--- src/rtl/fft_pkg.sv ---
// Shared types for the 4-point FFT/IFFT stream blocks: default sample width,
// pipeline state encoding and a packed complex sample.
package fft_pkg;

    localparam int DEF_DATA_W = 16;

    typedef enum logic [1:0] {
        COLLECT = 2'd0,
        ST1     = 2'd1,
        ST2     = 2'd2,
        EMIT    = 2'd3
    } state_t;

    typedef struct packed {
        logic signed [DEF_DATA_W-1:0] re;
        logic signed [DEF_DATA_W-1:0] im;
    } cplx_t;

endpackage

--- src/rtl/ifft_bfly2.sv ---
// Combinational radix-2 butterfly: s = a + b, d = a - b, optionally d multiplied by j.
// Outputs grow by one bit so no overflow is possible.
module ifft_bfly2 #(
    parameter int W     = 16,
    parameter bit ROT_J = 1'b0
) (
    input  logic signed [W-1:0] a_re,
    input  logic signed [W-1:0] a_im,
    input  logic signed [W-1:0] b_re,
    input  logic signed [W-1:0] b_im,
    output logic signed [W:0]   s_re,
    output logic signed [W:0]   s_im,
    output logic signed [W:0]   d_re,
    output logic signed [W:0]   d_im
);

    logic signed [W:0] ax_re, ax_im, bx_re, bx_im;
    logic signed [W:0] dr, di;

    assign ax_re = {a_re[W-1], a_re};
    assign ax_im = {a_im[W-1], a_im};
    assign bx_re = {b_re[W-1], b_re};
    assign bx_im = {b_im[W-1], b_im};

    assign s_re = ax_re + bx_re;
    assign s_im = ax_im + bx_im;
    assign dr   = ax_re - bx_re;
    assign di   = ax_im - bx_im;

    // j*(r,i) = (-i,r); a W-bit difference negates safely within W+1 bits
    generate
        if (ROT_J) begin : g_rot
            assign d_re = -di;
            assign d_im = dr;
        end else begin : g_pass
            assign d_re = dr;
            assign d_im = di;
        end
    endgenerate

endmodule

--- src/rtl/ifft4_stream.sv ---
// Streaming 4-point inverse FFT with valid/ready in and out, two-stage radix-2 pipeline.
// Define IFFT4_ROUND_EN for round-half-up 1/4 scaling; otherwise scaling truncates toward -inf.
module ifft4_stream
    import fft_pkg::*;
#(
    parameter int DATA_W = DEF_DATA_W
) (
    input  logic                     clk,
    input  logic                     reset,
    input  logic                     in_valid,
    output logic                     in_ready,
    input  logic                     in_sop,
    input  logic signed [DATA_W-1:0] in_re,
    input  logic signed [DATA_W-1:0] in_im,
    output logic                     out_valid,
    input  logic                     out_ready,
    output logic                     out_sop,
    output logic signed [DATA_W-1:0] out_re,
    output logic signed [DATA_W-1:0] out_im,
    output logic                     frame_err
);

    localparam logic signed [DATA_W+2:0] RND = 2;

    state_t     state;
    logic [1:0] cnt;
    logic       in_accept;
    logic [1:0] wr_idx;

    logic signed [DATA_W-1:0] x_re_p0 [4];
    logic signed [DATA_W-1:0] x_im_p0 [4];
    logic signed [DATA_W:0]   st1_re  [4];
    logic signed [DATA_W:0]   st1_im  [4];
    logic signed [DATA_W:0]   a_re_p1 [4];
    logic signed [DATA_W:0]   a_im_p1 [4];
    logic signed [DATA_W+1:0] st2_re  [4];
    logic signed [DATA_W+1:0] st2_im  [4];
    logic signed [DATA_W-1:0] y_re_p2 [4];
    logic signed [DATA_W-1:0] y_im_p2 [4];

    // 1/4 scaling; the rounding add is done one bit wider so it cannot wrap
    function automatic logic signed [DATA_W-1:0] scale(input logic signed [DATA_W+1:0] v);
        logic signed [DATA_W+2:0] t;
        t = {v[DATA_W+1], v};
`ifdef IFFT4_ROUND_EN
        t = t + RND;
`endif
        t = t >>> 2;
        return t[DATA_W-1:0];
    endfunction

    assign in_ready  = (state == COLLECT) && !reset;
    assign in_accept = in_valid && in_ready;
    assign wr_idx    = in_sop ? 2'd0 : cnt;
    assign out_valid = (state == EMIT);
    assign out_sop   = (state == EMIT) && (cnt == 2'd0);
    assign out_re    = (state == EMIT) ? y_re_p2[cnt] : '0;
    assign out_im    = (state == EMIT) ? y_im_p2[cnt] : '0;

    always_ff @(posedge clk) begin
        if (reset) begin
            state     <= COLLECT;
            cnt       <= 2'd0;
            frame_err <= 1'b0;
        end else begin
            frame_err <= 1'b0;
            case (state)
                COLLECT: begin
                    if (in_accept) begin
                        if (in_sop && cnt != 2'd0) begin
                            frame_err <= 1'b1;
                            cnt       <= 2'd1;
                        end else if (cnt == 2'd3) begin
                            cnt   <= 2'd0;
                            state <= ST1;
                        end else begin
                            cnt <= cnt + 2'd1;
                        end
                    end
                end
                ST1:  state <= ST2;
                ST2:  state <= EMIT;
                EMIT: begin
                    if (out_ready) begin
                        cnt <= cnt + 2'd1;
                        if (cnt == 2'd3)
                            state <= COLLECT;
                    end
                end
                default: state <= COLLECT;
            endcase
        end
    end

    // p0: input bin buffer
    always_ff @(posedge clk) begin
        if (in_accept) begin
            x_re_p0[wr_idx] <= in_re;
            x_im_p0[wr_idx] <= in_im;
        end
    end

    ifft_bfly2 #(.W(DATA_W), .ROT_J(1'b0)) u_st1_even (
        .a_re(x_re_p0[0]), .a_im(x_im_p0[0]), .b_re(x_re_p0[2]), .b_im(x_im_p0[2]),
        .s_re(st1_re[0]),  .s_im(st1_im[0]),  .d_re(st1_re[1]),  .d_im(st1_im[1])
    );

    ifft_bfly2 #(.W(DATA_W), .ROT_J(1'b1)) u_st1_odd (
        .a_re(x_re_p0[1]), .a_im(x_im_p0[1]), .b_re(x_re_p0[3]), .b_im(x_im_p0[3]),
        .s_re(st1_re[2]),  .s_im(st1_im[2]),  .d_re(st1_re[3]),  .d_im(st1_im[3])
    );

    // p1: first butterfly stage
    always_ff @(posedge clk) begin
        if (state == ST1) begin
            a_re_p1 <= st1_re;
            a_im_p1 <= st1_im;
        end
    end

    ifft_bfly2 #(.W(DATA_W+1), .ROT_J(1'b0)) u_st2_a (
        .a_re(a_re_p1[0]), .a_im(a_im_p1[0]), .b_re(a_re_p1[2]), .b_im(a_im_p1[2]),
        .s_re(st2_re[0]),  .s_im(st2_im[0]),  .d_re(st2_re[2]),  .d_im(st2_im[2])
    );

    ifft_bfly2 #(.W(DATA_W+1), .ROT_J(1'b0)) u_st2_b (
        .a_re(a_re_p1[1]), .a_im(a_im_p1[1]), .b_re(a_re_p1[3]), .b_im(a_im_p1[3]),
        .s_re(st2_re[1]),  .s_im(st2_im[1]),  .d_re(st2_re[3]),  .d_im(st2_im[3])
    );

    // p2: second butterfly stage, scaled to output width
    always_ff @(posedge clk) begin
        if (state == ST2) begin
            for (int n = 0; n < 4; n++) begin
                y_re_p2[n] <= scale(st2_re[n]);
                y_im_p2[n] <= scale(st2_im[n]);
            end
        end
    end

endmodule

--- config.mk ---
export PLATFORM = sky130hd
export DESIGN_NAME = ifft4_stream
export DESIGN_NICKNAME = d
export VERILOG_FILES = /design/src/rtl/fft_pkg.sv /design/src/rtl/ifft_bfly2.sv /design/src/rtl/ifft4_stream.sv
export SDC_FILE = /design/constraint.sdc
export NUM_CORES = 1
export LEC_CHECK = 0
export CORE_MARGIN = 2
export CORE_UTILIZATION = 50
export DETAILED_ROUTE_END_ITERATION = 8
export HOLD_SLACK_MARGIN = 0.05
export PLACE_DENSITY = 0.71
export SLEW_MARGIN = 20
export SYNTH_ARGS = -nofsm -noshare
export SYNTH_HDL_FRONTEND = slang
export SYNTH_SLANG_ARGS = --single-unit
export TNS_END_PERCENT = 1
--- constraint.sdc ---
create_clock -name clk -period 6.35 [get_ports clk]
set_clock_uncertainty 0.2 [all_clocks]
set_input_delay 1.27 -clock clk [delete_from_list [all_inputs] [get_ports clk]]
set_output_delay 1.27 -clock clk [all_outputs]
set_load 0.02 [all_outputs]
==> impl_metrics.ini <==
[power]
p_leak_uw = 0.0105
power_frac_comb = 0.275
pwr-share-clk = 0.298
seq_power_share = 0.427
internal_power_uw = 5500
max-vdd-ir-drop_mv = 0.189
p_per_area_mw_per_mm2 = 291
swShare = 0.316
p_switching_uw = 2540

[route]
ant_nets = 0
wl_per_cell_um = 20.2
drt_wl_total_um = 60500
drtIter0Drc = 1815
vias = 17100
first_pass_iters = 5
viasPerCell = 5.72
drc = 0

[finish]
areaGrowthSynthToFinish_pct = 11.1
final_util = 0.563
drive_gt1_frac = 0.0611
final_nets = 2602
n_fill_cell = 4129
multi_input_area_sq_mm = 0.0119
regArea_sq_mm = 0.0118
antenna-diode-count = 0

[floorplan]
core_area_sq_mm = 0.0491
start_util = 0.507
rows = 81
fp.dieH_um = 227
fp.dieW_um = 227
io_pins = 73
die_area_sq_mm = 0.0516

[synth]
synth_edf_count = 388
avgSynthCellArea_sq_um = 11.1
ys_top_cells_by_area = edfxtp_1, ha_1, xnor2_1
netlist.area_leader.share = 0.468
synthFlopType = edfxtp_1
ys_ff_latch = 395
yosysTopAreaCell = edfxtp_1
ys_types = 80
synth_seq_area_share = 0.474
syn_area_sq_mm = 0.0249
yosys_warnings = 0
syn-num-nets = 2551
synthArstFlopShare = 0
synth_cells = 2243

[global_routing]
grt_pass1_wl_um = 92700
grt_usage = 0.236
grt_pass1_vias = 15900
antenna_found_initial = 1
grt_max_degree = 73
gr-total-overflow = 0

[sta]
rsz0062_at_grt = false
fin_crit_sh = 0.656
finalSetupTns_ps = 0
fmax_ghz = 0.240
setup_viol = 0
fin_crit_ps = 4170
worst_pin_slew_ps = 1030
max_slew_margin = 0.316
finalHoldViolCount = 0
slew_viol_final = 0

[worst_setup_path]
slowest_stage = mux4_2
start_kind = register
worstPathMaxFanout = 32
crit_chain = buf_4 > mux4_2 > and2_1 > clkdlybuf4s50_1
rr_endpoint = a_im_p1[48]$_DFFE_PN_
required_ps = 4880
r2r.worst_path.cells = 10
worstPathArrival_ps = 2700
cp-end-kind = output port
r2r_slack_ps = 3010
regToRegStartpoint = x_im_p0[0][0]$_DFFE_PP_
critical_path_class = register to output port
cpPeakStageDelay_ps = 600

[hold_path]
hold_class = register to register
hold_end = state[0]$_SDFFE_PP0P_
hold_depth = 2
min_from = state[0]$_SDFFE_PP0P_

[clock_network]
path_clk_slew_ps = 60
h-tree-depth = 2
cts_resized = 0
post_cts_buffers = 0
clockRootBuffer = clkbuf_16
cts_tree = built
cts_hold_buf = 0
insertion_delay_ps = 570
numCtsBuffers = 42
cts_buffer_depth = 3
clock-sinks = 395

[run]
maxCapViolations = 0

[place]
gp_congestion = 0.917
port_buffers = 72
hpwlAfterDp_um = 47300

[status]
status = complete, no violations
-- per-stage QoR --
stage          setup slack, ps  hold WS [ps]  instances  instance area (sq um)  total power, uW
2_1_floorplan              719           281       2243                  24900             5020
3_3_place_gp              2310           362       2913                  26300             5610
3_5_place_dp              2310           399       2913                  26300             5670
4_1_cts                   2100           406       2988                  27600             8050
5_1_grt                   2000           472       2989                  27600             8410
6_report                  2180           408       2989                  27600             8040
-- cell usage after synthesis, drive strengths merged, types with 11 or more instances --
master	count
o311ai	13
or2	11
or3	15
nand2b	37
ha	263
mux4	32
nand2	59
o21ai	85
edfxtp	388
a211oi	24
a21o	18
nand3	31
a31oi	12
nor4	19
o31ai	17
xor2	44
o21bai	34
a221oi	18
o21a	30
and2	41
nor2b	30
a21oi	169
nor3	57
nor2	163
xnor2	141
inv	247
clkbuf	69
-- routing by layer --
metal  track usage  share of wire
met1         0.370           0.50
met2         0.342           0.42
met3        0.0404          0.064
met4        0.0466          0.018
met5             0        0.00021
-- power groups by stage --
stage | clock network [uW] | registers [uW] | logic (uW)
6_report | 2390 | 3430 | 2210
5_1_grt | 2530 | 3450 | 2430
4_1_cts | 2430 | 3430 | 2190
3_5_place_dp | 0 | 3490 | 2180
3_3_place_gp | 0 | 3480 | 2130
2_1_floorplan | 0 | 3430 | 1600
-- kinds of logic after synthesis --
family | Yosys count | share of synthesized area
flip-flops | 395 | 0.474
multiplexers | 35 | 0.0302
buffers and inverters | 329 | 0.0497
AND/OR/NAND/NOR | 512 | 0.105
XOR/XNOR | 185 | 0.0651
AO/OA/AOI/OAI | 516 | 0.137
adder cells (fa/ha/maj) | 271 | 0.139
-- flip-flops by register name (all words and copies together) (netlist names), named ones only --
signal and count:
a_im_p1 65, state 2, y_im_p2 64, x_im_p0 64, x_re_p0 64, y_re_p2 64, cnt 2, a_re_p1 67
frame_err 1
-- cell type report --
class                   instances  area share
flip-flops and latches        395       0.427
clock inverters                29     0.00874
multi-input cells            1519       0.431
clock buffers                  46      0.0393
well taps                     664      0.0301
inverters                     252      0.0342
repair buffers                 84      0.0301
-- how the worst max path moves through the flow --
stage,slack [ps],end,start,cells past startpoint
4_1_cts,2100,out_re[8],register,4
3_5_place_dp,2310,in_ready,reset,3
3_3_place_gp,2310,in_ready,reset,3
2_1_floorplan,720,x_im_p0[2][0]$_DFFE_PP_,reset,3
6_report,2180,out_re[14],register,4
5_1_grt,2000,out_im[0],register,4
-- critical path, delay by kind of cell, from the launching register on --
family | cells | cell delay [ps]
DFF | 1 | 310
and+or+nand+nor | 1 | 170
buffers and inverters | 2 | 1040
muxes | 1 | 600
-- cells in the final DEF, fill, tap and decap left out, types with 30 or more instances in the layout --
cell,synthesis,routed
and2_1,41,41
inv_1,247,247
xor2_1,44,44
ha_1,263,261
nor2b_1,30,30
mux4_2,32,32
nor3_1,57,57
edfxtp_1,388,388
xnor2_1,141,141
clkdlybuf4s50_1,0,72
nor2_1,163,162
o21a_1,30,30
nand2_1,59,59
nand3_1,31,31
a21oi_1,169,169
nand2b_1,37,37
o21ai_0,84,84
clkbuf_16,0,43
o21bai_1,34,34
(Power assumes the default switching activity.)
